`config.mk`:
```
export PLATFORM = sky130hd
export DESIGN_NAME = irq_cp0_ctrl
export DESIGN_NICKNAME = d
export VERILOG_FILES = /design/src/rtl/irq_cp0_ctrl.sv
export SDC_FILE = /design/constraint.sdc
export NUM_CORES = 1
export LEC_CHECK = 0
export CAP_MARGIN = 25
export CORE_ASPECT_RATIO = 0.8
export CORE_MARGIN = 4
export CORE_UTILIZATION = 54
export CTS_BUF_LIST = sky130_fd_sc_hd__clkbuf_16
export CTS_CLUSTER_SIZE = 12
export DETAILED_ROUTE_END_ITERATION = 7
export PLACE_DENSITY = 0.91
export SLEW_MARGIN = 5
export SYNTH_ARGS = -nofsm -noshare
export SYNTH_HDL_FRONTEND = slang
export SYNTH_SLANG_ARGS = --single-unit
```
`constraint.sdc`:
```
create_clock -name clk -period 4.25 [get_ports clk]
set_input_delay 0.6375 -clock clk [delete_from_list [all_inputs] [get_ports clk]]
set_output_delay 0.6375 -clock clk [all_outputs]
set_load 0.02 [all_outputs]
```
`src/rtl/irq_cp0_ctrl.sv`:
```
// irq_cp0_ctrl: prioritised, nestable interrupt controller with CP0 interrupt registers.
// Latches NUM_IRQ request lines into a pending register and applies mask and global disable.
// Redirects the core to the highest-priority pending source that outranks the handler in service.
// Return PCs and previous levels live on an EPC stack that eret pops.
// Optional build macro IRQ_CP0_EDGE_DETECT_EN: pend on 0->1 transitions instead of levels.
module irq_cp0_ctrl #(
  parameter int unsigned NUM_IRQ    = 8,
  parameter int unsigned NEST_DEPTH = 4,
  parameter logic [31:0] VEC_BASE   = 32'h0000_0400,
  parameter logic [31:0] VEC_STRIDE = 32'h0000_0100
) (
  input  logic               clk,
  input  logic               rst_n,
  input  logic [NUM_IRQ-1:0] irq_sign,
  input  logic [31:0]        pc_next,
  input  logic               eret,
  input  logic               cp0_we,
  input  logic [4:0]         cp0_addr,
  input  logic [31:0]        cp0_wdata,
  output logic [31:0]        cp0_rdata,
  output logic               irq_take,
  output logic [31:0]        irq_vector,
  output logic [31:0]        epc_out
);

  localparam int unsigned LVL_W = $clog2(NUM_IRQ + 1);
  localparam int unsigned SP_W  = $clog2(NEST_DEPTH + 1);

  localparam logic [4:0] ADDR_EPC  = 5'h0e;
  localparam logic [4:0] ADDR_DIS  = 5'h16;
  localparam logic [4:0] ADDR_MASK = 5'h17;
  localparam logic [4:0] ADDR_PEND = 5'h18;
  localparam logic [4:0] ADDR_STAT = 5'h19;

  // Architectural state
  logic [NUM_IRQ-1:0] pending_q, pending_d;
  logic [NUM_IRQ-1:0] mask_q, mask_d;
  logic               dis_q, dis_d;
  logic [LVL_W-1:0]   level_q, level_d;
  logic [SP_W-1:0]    sp_q, sp_d;
  logic [31:0]        epc_stk_q [NEST_DEPTH];
  logic [31:0]        epc_stk_d [NEST_DEPTH];
  logic [LVL_W-1:0]   lvl_stk_q [NEST_DEPTH];
  logic [LVL_W-1:0]   lvl_stk_d [NEST_DEPTH];

  // Decode and arbitration
  logic [NUM_IRQ-1:0] eligible;
  logic [NUM_IRQ-1:0] cand_oh;
  logic [NUM_IRQ-1:0] pend_set;
  logic [NUM_IRQ-1:0] pend_clr;
  logic [LVL_W-1:0]   cand_lvl;
  logic [LVL_W-1:0]   eff_lvl;
  logic [SP_W-1:0]    eff_sp;
  logic [31:0]        cand_idx;
  logic [31:0]        top_epc;
  logic [LVL_W-1:0]   top_lvl;
  logic               pop;

`ifdef IRQ_CP0_EDGE_DETECT_EN
  logic [NUM_IRQ-1:0] irq_sign_q;

  // Previous sample of the request lines for rising-edge detection
  always_ff @(posedge clk or negedge rst_n) begin
    if (!rst_n) begin
      irq_sign_q <= '0;
    end else begin
      irq_sign_q <= irq_sign;
    end
  end

  assign pend_set = irq_sign & ~irq_sign_q;
`else
  assign pend_set = irq_sign;
`endif

  assign eligible = dis_q ? '0 : (pending_q & mask_q);

  // Highest-index eligible source wins; cand_lvl is its index + 1, 0 when none
  always_comb begin
    cand_lvl = '0;
    cand_oh  = '0;
    for (int unsigned i = 0; i < NUM_IRQ; i++) begin
      if (eligible[i]) begin
        cand_lvl   = LVL_W'(i + 1);
        cand_oh    = '0;
        cand_oh[i] = 1'b1;
      end
    end
  end

  // Top-of-stack read mux; stays zero while the stack is empty
  always_comb begin
    top_epc = '0;
    top_lvl = '0;
    for (int unsigned i = 0; i < NEST_DEPTH; i++) begin
      if (sp_q == SP_W'(i + 1)) begin
        top_epc = epc_stk_q[i];
        top_lvl = lvl_stk_q[i];
      end
    end
  end

  // Take decision sees the state as it will be after a same-cycle eret pop
  always_comb begin
    pop        = eret && (sp_q != '0);
    eff_lvl    = pop ? top_lvl : level_q;
    eff_sp     = pop ? (sp_q - SP_W'(1)) : sp_q;
    irq_take   = (|eligible) && (cand_lvl > eff_lvl) && (eff_sp < SP_W'(NEST_DEPTH));
    cand_idx   = (cand_lvl == '0) ? 32'd0 : (32'(cand_lvl) - 32'd1);
    irq_vector = VEC_BASE + (cand_idx * VEC_STRIDE);
    epc_out    = top_epc;
  end

  // Next-state: pending latch, CP0 writes, stack pop/push
  always_comb begin
    pend_clr  = '0;
    mask_d    = mask_q;
    dis_d     = dis_q;
    epc_stk_d = epc_stk_q;
    lvl_stk_d = lvl_stk_q;

    if (cp0_we) begin
      unique case (cp0_addr)
        ADDR_PEND: pend_clr = cp0_wdata[NUM_IRQ-1:0];
        ADDR_MASK: mask_d   = cp0_wdata[NUM_IRQ-1:0];
        ADDR_DIS:  dis_d    = cp0_wdata[0];
        default:   ;
      endcase
    end
    if (irq_take) begin
      pend_clr = pend_clr | cand_oh;
    end
    // New requests win over any clear in the same cycle
    pending_d = (pending_q & ~pend_clr) | pend_set;

    // EPC write patches the current top; a same-cycle push into that slot overrides it
    for (int unsigned i = 0; i < NEST_DEPTH; i++) begin
      if (cp0_we && (cp0_addr == ADDR_EPC) && (sp_q == SP_W'(i + 1))) begin
        epc_stk_d[i] = cp0_wdata;
      end
    end
    for (int unsigned i = 0; i < NEST_DEPTH; i++) begin
      if (irq_take && (eff_sp == SP_W'(i))) begin
        epc_stk_d[i] = pc_next;
        lvl_stk_d[i] = eff_lvl;
      end
    end

    sp_d    = irq_take ? (eff_sp + SP_W'(1)) : eff_sp;
    level_d = irq_take ? cand_lvl : eff_lvl;
  end

  // mfc0 read mux
  always_comb begin
    cp0_rdata = '0;
    case (cp0_addr)
      ADDR_EPC:  cp0_rdata = top_epc;
      ADDR_DIS:  cp0_rdata = {31'd0, dis_q};
      ADDR_MASK: cp0_rdata = 32'(mask_q);
      ADDR_PEND: cp0_rdata = 32'(pending_q);
      ADDR_STAT: cp0_rdata = {16'd0, 8'(sp_q), 8'(level_q)};
      default:   cp0_rdata = '0;
    endcase
  end

  // State registers
  always_ff @(posedge clk or negedge rst_n) begin
    if (!rst_n) begin
      pending_q <= '0;
      mask_q    <= '0;
      dis_q     <= 1'b0;
      level_q   <= '0;
      sp_q      <= '0;
      for (int unsigned i = 0; i < NEST_DEPTH; i++) begin
        epc_stk_q[i] <= '0;
        lvl_stk_q[i] <= '0;
      end
    end else begin
      pending_q <= pending_d;
      mask_q    <= mask_d;
      dis_q     <= dis_d;
      level_q   <= level_d;
      sp_q      <= sp_d;
      epc_stk_q <= epc_stk_d;
      lvl_stk_q <= lvl_stk_d;
    end
  end

endmodule

```
# ---- Word-level counts from Yosys, hierarchy flattened
# Cells that the tools add are included.
dict set report classes {
  div 0
  n_lt_le_gt_ge 2
  eq_ne 12
  n_mux 42
  multipliers 0
  bitwise 5
  n_addsub 4
  n_reduce_logical 22
  shift 0
}
# op count
set op_table {}
lappend op_table {{$mux 32} 12}
lappend op_table {{$pmux 32 s5} 1}
lappend op_table {{$mux 8} 10}
lappend op_table {{$mux 4} 13}
lappend op_table {{$add 11x32->32 const A} 1}
lappend op_table {{$mux 24} 1}
lappend op_table {{$eq 5x5->1 const B} 4}
lappend op_table {{$and 8x8->8} 2}
lappend op_table {{$or 8x8->8} 2}
lappend op_table {{$eq 3x2->1 const B} 4}
lappend op_table {{$logic_and 1x1->1} 12}
lappend op_table {{$not 8->8} 1}
lappend op_table {{$reduce_bool 2->1} 4}
lappend op_table {{$reduce_or 8->1} 1}
lappend op_table {{$eq 3x1->1 const B} 2}
lappend op_table {{$mux 3} 2}
lappend op_table {{$eq 5x4->1 const B} 1}
lappend op_table {{$sub 4x1->5 const B} 1}
lappend op_table {{$gt 4x4->1} 1}
lappend op_table {{$logic_not 4->1} 1}
lappend op_table {{$reduce_and 2->1} 2}
lappend op_table {{$add 3x1->3 const B} 1}
lappend op_table {{$eq 3x3->1 const B} 1}
lappend op_table {{$logic_not 3->1} 1}
lappend op_table {{5 further kinds} 6}
dict set report totals {
  reg_bits 168
  memories 0
  inputBits 81
  wordCells 100
  latchBits 0
  ramBits 0
  mem_bits_ro 0
}

# ---- Longest topological paths before layout
# Gate-level depths: netlist (run 1).
dict set report logic_depth {
  depth_word 17
  ltp_mapped 17
}

# ---- Least setup slack after synthesis (run 1)
# No wires, ideal clock.
dict set report synth_path {
  kind {register to output}
  start {register sp_q[0]}
  end {output port irq_take}
  path_stages_with_launch 17
  t_required_ps 3612
  slack_ps 619
  t_arrival_ps 2994
  n_path_buf 3
  path_cell_list {dfrtp_1 inv_1 ha_1 buf_2 nor2b_1 buf_2 a221oi_1 nor2_1 o221a_2 inv_1 ha_1 nor2b_1 o211a_1 o211a_1 buf_6 nand2_2 clkinv_1}
}
dict set report synth_via {
  elab_chain_cells 9
  word_cells_on_any_way 17
  classes_between {add/sub: 1; order compare: 2; eq/ne: 4; mux: 6; reduce/logical: 4}
}
# element line
set synth_lines {}
lappend synth_lines {{start: declaration} 40} ;# logic [SP_W-1:0] sp_q, sp_d;
lappend synth_lines {{start signal: assignment} 183} ;# sp_q <= sp_d;
lappend synth_lines {{$eq 3x1->1} 96} ;# if (sp_q == SP_W'(i + 1)) begin
lappend synth_lines {{$mux 4 (4 in series)} 96}
lappend synth_lines {{$mux 4} 106} ;# eff_lvl = pop ? top_lvl : level_q;
lappend synth_lines {{$gt 4x4->1} 108} ;# irq_take = (|eligible) && (cand_lvl > eff_lvl) && (eff_sp < SP_W'(NEST_DEPTH));
lappend synth_lines {{$logic_and 1x1->1} 108}
lappend synth_lines {{$logic_and 1x1->1 (*)} 108}
lappend synth_lines {{end: declaration} 21} ;# output logic irq_take,
# Mark *: on every way between the ends. The rest lies on a longest branch, timed or not.

# ---- Worst setup path in the final report (run 1)
# Same ends and word-level chain as after synthesis.

==> results.txt, run 1 <==
Status -> completed
Synth warn -> 0
Wire length per cell -> 21.9 µm
Final Cycle Share -> 97.0%
Core ar. -> 18300 µm²
Starting density of the core -> 55.7%
Clk Latency, worst-skew pair -> 0.43 ns
Remaining DRCs -> 0
Worst Path Arrival -> 3.49 ns
Die height -> 131 µm
Post-DR vias/cell -> 6.06
Crit path max-delay family -> compound AO/OA/AOI/OAI gates
Maximum clock rate -> 243 MHz
Max-cap viol count -> 0
Die Area -> 21200 µm²
Sequential power share -> 29.9%
CP endpoint kind -> output port
DPL Wire Length -> 18600 µm
CP max-delay cell -> dfrtp_2
Synth Register Bits -> 168
DRT Wirelength -> 28000 µm
IO Pins -> 178
Synthesized area per cell -> 11.6 µm²
Total CTS buffers -> 17
Cts hold-fix bufs -> 0
Reg2reg start -> sp_q[0]
RD Place Congestion -> 0.878
Crit path largest cell delay -> 0.45 ns
Die Width -> 162 µm
Port buffer count -> 149
Synth unique cells -> 58
Sequential share of the synthesized area -> 41.2%
RSZ-0062 raised after global routing -> no
GRT Total Usage -> 26.4%
Final setup viols -> 0
Min Tclk post-route -> 4.12 ns
Relative slew margins -> 35.0%
Setup TNS -> 0 ns
Most frequent cells in the layout -> dfrtp_1 (166), mux2_2 (148), clkdlybuf4s50_1 (147), mux2_1 (138), nand2_1 (46)
Clock buffer depth -> 2
Worst Setup Start Kind -> flop
Gr ovfl total -> 0
Lkg Pwr -> 5.38 nW
Area growth syn-to-layout -> 23.2%
Row cnt -> 44
H-tree depth -> 4
Cell Area, Synth -> 10200 µm²
Int Pwr -> 0.00565 W
Max Fanout on Critical Path -> 14
Vias in the first global route -> 7993
Initial antenna violation count -> 0
Pin count of the biggest net entering global routing -> 103
Worst-Margin Slew -> 0.975 ns
Worst Hold Class -> primary input to async pin
Final net count -> 1114
First-iteration detailed-routing DRC count -> 612
Design Power -> 0.00909 W
Worst setup path class -> flop to output port
Max-slew violation count -> 0
Clock share of power -> 19.8%
First-pass detailed-route iteration total -> 5
Most common cell after layout, fill and taps aside -> dfrtp_1
PD cells -> 722 nW/µm²
Antenna Cells -> 0
Post-route ant nets -> 0
Clock skew -> 0.0115 ns
TritonCTS clock tree -> built
Vias -> 7747
Max IR drop VDD -> 0.485 mV
Reg clk slew, reported paths -> 0.06 ns
Root Driver -> clkbuf_16
Crit. Startpoint -> sp_q[0]
Top cell by count, worst path -> inv_1
Comb pwr share -> 50.3%
Share of async-settable or async-resettable flops after synthesis -> 100%
First-pass GRT wire length -> 43600 µm
Worst path buffer plus inverter count -> 5
Critical Path RT -> 3.61 ns
Cells along the critical path -> inv_1, ha_2, buf_6, a221oi_1, a2111oi_2, a221o_1, inv_1, ha_1, a21o_1, o211a_1, nand2_2, clkinv_1, dlygate4sd2_1
Ys flop type -> dfrtp_1
Final Hold Viols -> 0
Post-synth EDFFs -> 0
Post-synthesis cell count -> 880
Clock sinks -> 168
Sw frac -> 37.9%
Switch Pwr -> 0.00344 W
Layout cell share with drive strength beyond 1 -> 23.3%
final timing paths:
check	depth (start not counted)	slack (ns)	end
max in group asynchronous	2	3.02	epc_stk_q[115]
min in group clk	1	0.51	lvl_stk_q[13]
min reg2reg	1	0.51	lvl_stk_q[13]
max reg2reg	14	0.54	epc_stk_q[28]
max	13	0.13	irq_take
min	1	0.31	epc_stk_q[6]
synthesized netlist by cell type, types with 3 or more instances:
cell type | n | share of area [%]
o21ai_0 | 30 | 1.5
o211ai_1 | 3 | 0.22
nand3b_1 | 5 | 0.37
buf_1 | 3 | 0.11
a22o_1 | 10 | 0.86
xnor2_1 | 3 | 0.26
a21oi_1 | 17 | 0.83
a31oi_1 | 4 | 0.24
o31ai_1 | 18 | 1.3
nand2_1 | 46 | 1.7
a31o_1 | 3 | 0.26
mux2_1 | 138 | 15
a221o_1 | 6 | 0.59
nand3_4 | 4 | 0.69
and2_1 | 23 | 1.4
mux2_2 | 148 | 16
buf_4 | 40 | 2.9
buf_6 | 8 | 0.88
nand3_1 | 21 | 1.0
nand2b_1 | 4 | 0.24
dfrtp_1 | 168 | 41
a21o_1 | 6 | 0.44
a221oi_1 | 29 | 2.5
ha_1 | 19 | 2.3
inv_1 | 18 | 0.66
clkbuf_1 | 22 | 0.81
nor2_1 | 31 | 1.1
buf_2 | 8 | 0.39
power groups by stage:
stage / combinational, W / clock (W) / sequential (W)
after floorplan: 0.00313 / 0 / 0.00258
after global placement: 0.00434 / 0 / 0.00266
after detailed placement: 0.00450 / 0 / 0.00272
after CTS: 0.00455 / 0.00181 / 0.00270
after global routing: 0.00492 / 0.00188 / 0.00279
final: 0.00458 / 0.00180 / 0.00272
flip-flops by register name, indices dropped and copies added, names as in the netlist:
signal / cells
dis_q: 1
epc_stk_q: 128
level_q: 4
lvl_stk_q: 16
mask_q: 8
pending_q: 8
sp_q: 3
kinds of logic (layout without fill, tap and decap cells):
family | Yosys count | after routing | synth area share, %
buffers and inverters | 101 | 235 | 5.88
XOR/XNOR | 3 | 3 | 0.257
AO/OA/AOI/OAI | 141 | 141 | 9.98
multiplexers | 288 | 288 | 31.7
adder cells (fa/ha/maj) | 19 | 19 | 2.33
other | 2 | 14 | 0.0735
AND/OR/NAND/NOR | 158 | 158 | 8.60
flip-flops | 168 | 168 | 41.2
final cells by class:
type                            instances  area (µm²)
Fill cell                            1274        5750
Multi-Input combinational cell        623        5480
Sequential cell                       168        4210
Timing Repair Buffer                  185        1830
Clock buffer                           17         425
Tap cell                              253         317
Clock inverter                         14         255
Inverter                               19        71.3
stage by stage:
stage | area (µm²) | setup WS (ns) | instances | hold slack [ns] | utilization, %
after floorplan | 10300 | 0.619 | 892 | 0.342 | -
after global placement | 11900 | 0.256 | 1248 | 0.479 | 64.9
after detailed placement | 11900 | 0.0371 | 1248 | 0.488 | 64.9
after CTS | 12600 | 0.0945 | 1279 | 0.364 | 68.6
after global routing | 12600 | 0.0180 | 1279 | 0.383 | 68.7
final | 12600 | 0.127 | 1279 | 0.313 | 68.7
routing by layer:
metal	wire length, µm	GRT usage, %	vias to the layer above	part of all wire (%)
met3	2180	5.96	53	7.8
met4	651	9.25	0	2.3
met2	13500	43.2	389	48
met1	11600	35.0	3834	42
li1	-	-	3471	-
met5	0	0	-	0
repair_timing:
action	4_1_cts	5_1_grt
buffers inserted	0	0
pin swaps	1	0
resized for setup	3	3
endpoints found under the setup margin	1	2
Note: power is estimated with default switching activity, not from simulation.
==> run 2: changes to the inputs <==
--- a/config.mk
+++ b/config.mk
@@ -5,11 +5,11 @@
 export SDC_FILE = /design/constraint.sdc
 export NUM_CORES = 1
 export LEC_CHECK = 0
-export CAP_MARGIN = 25
 export CORE_ASPECT_RATIO = 0.8
 export CORE_MARGIN = 4
 export CORE_UTILIZATION = 54
 export CTS_BUF_LIST = sky130_fd_sc_hd__clkbuf_16
+export CTS_CLUSTER_DIAMETER = 40
 export CTS_CLUSTER_SIZE = 12
 export DETAILED_ROUTE_END_ITERATION = 7
 export PLACE_DENSITY = 0.91
==> results of run 2 <==
No change in the layout: final DEF, timing and power equal those of run 1.
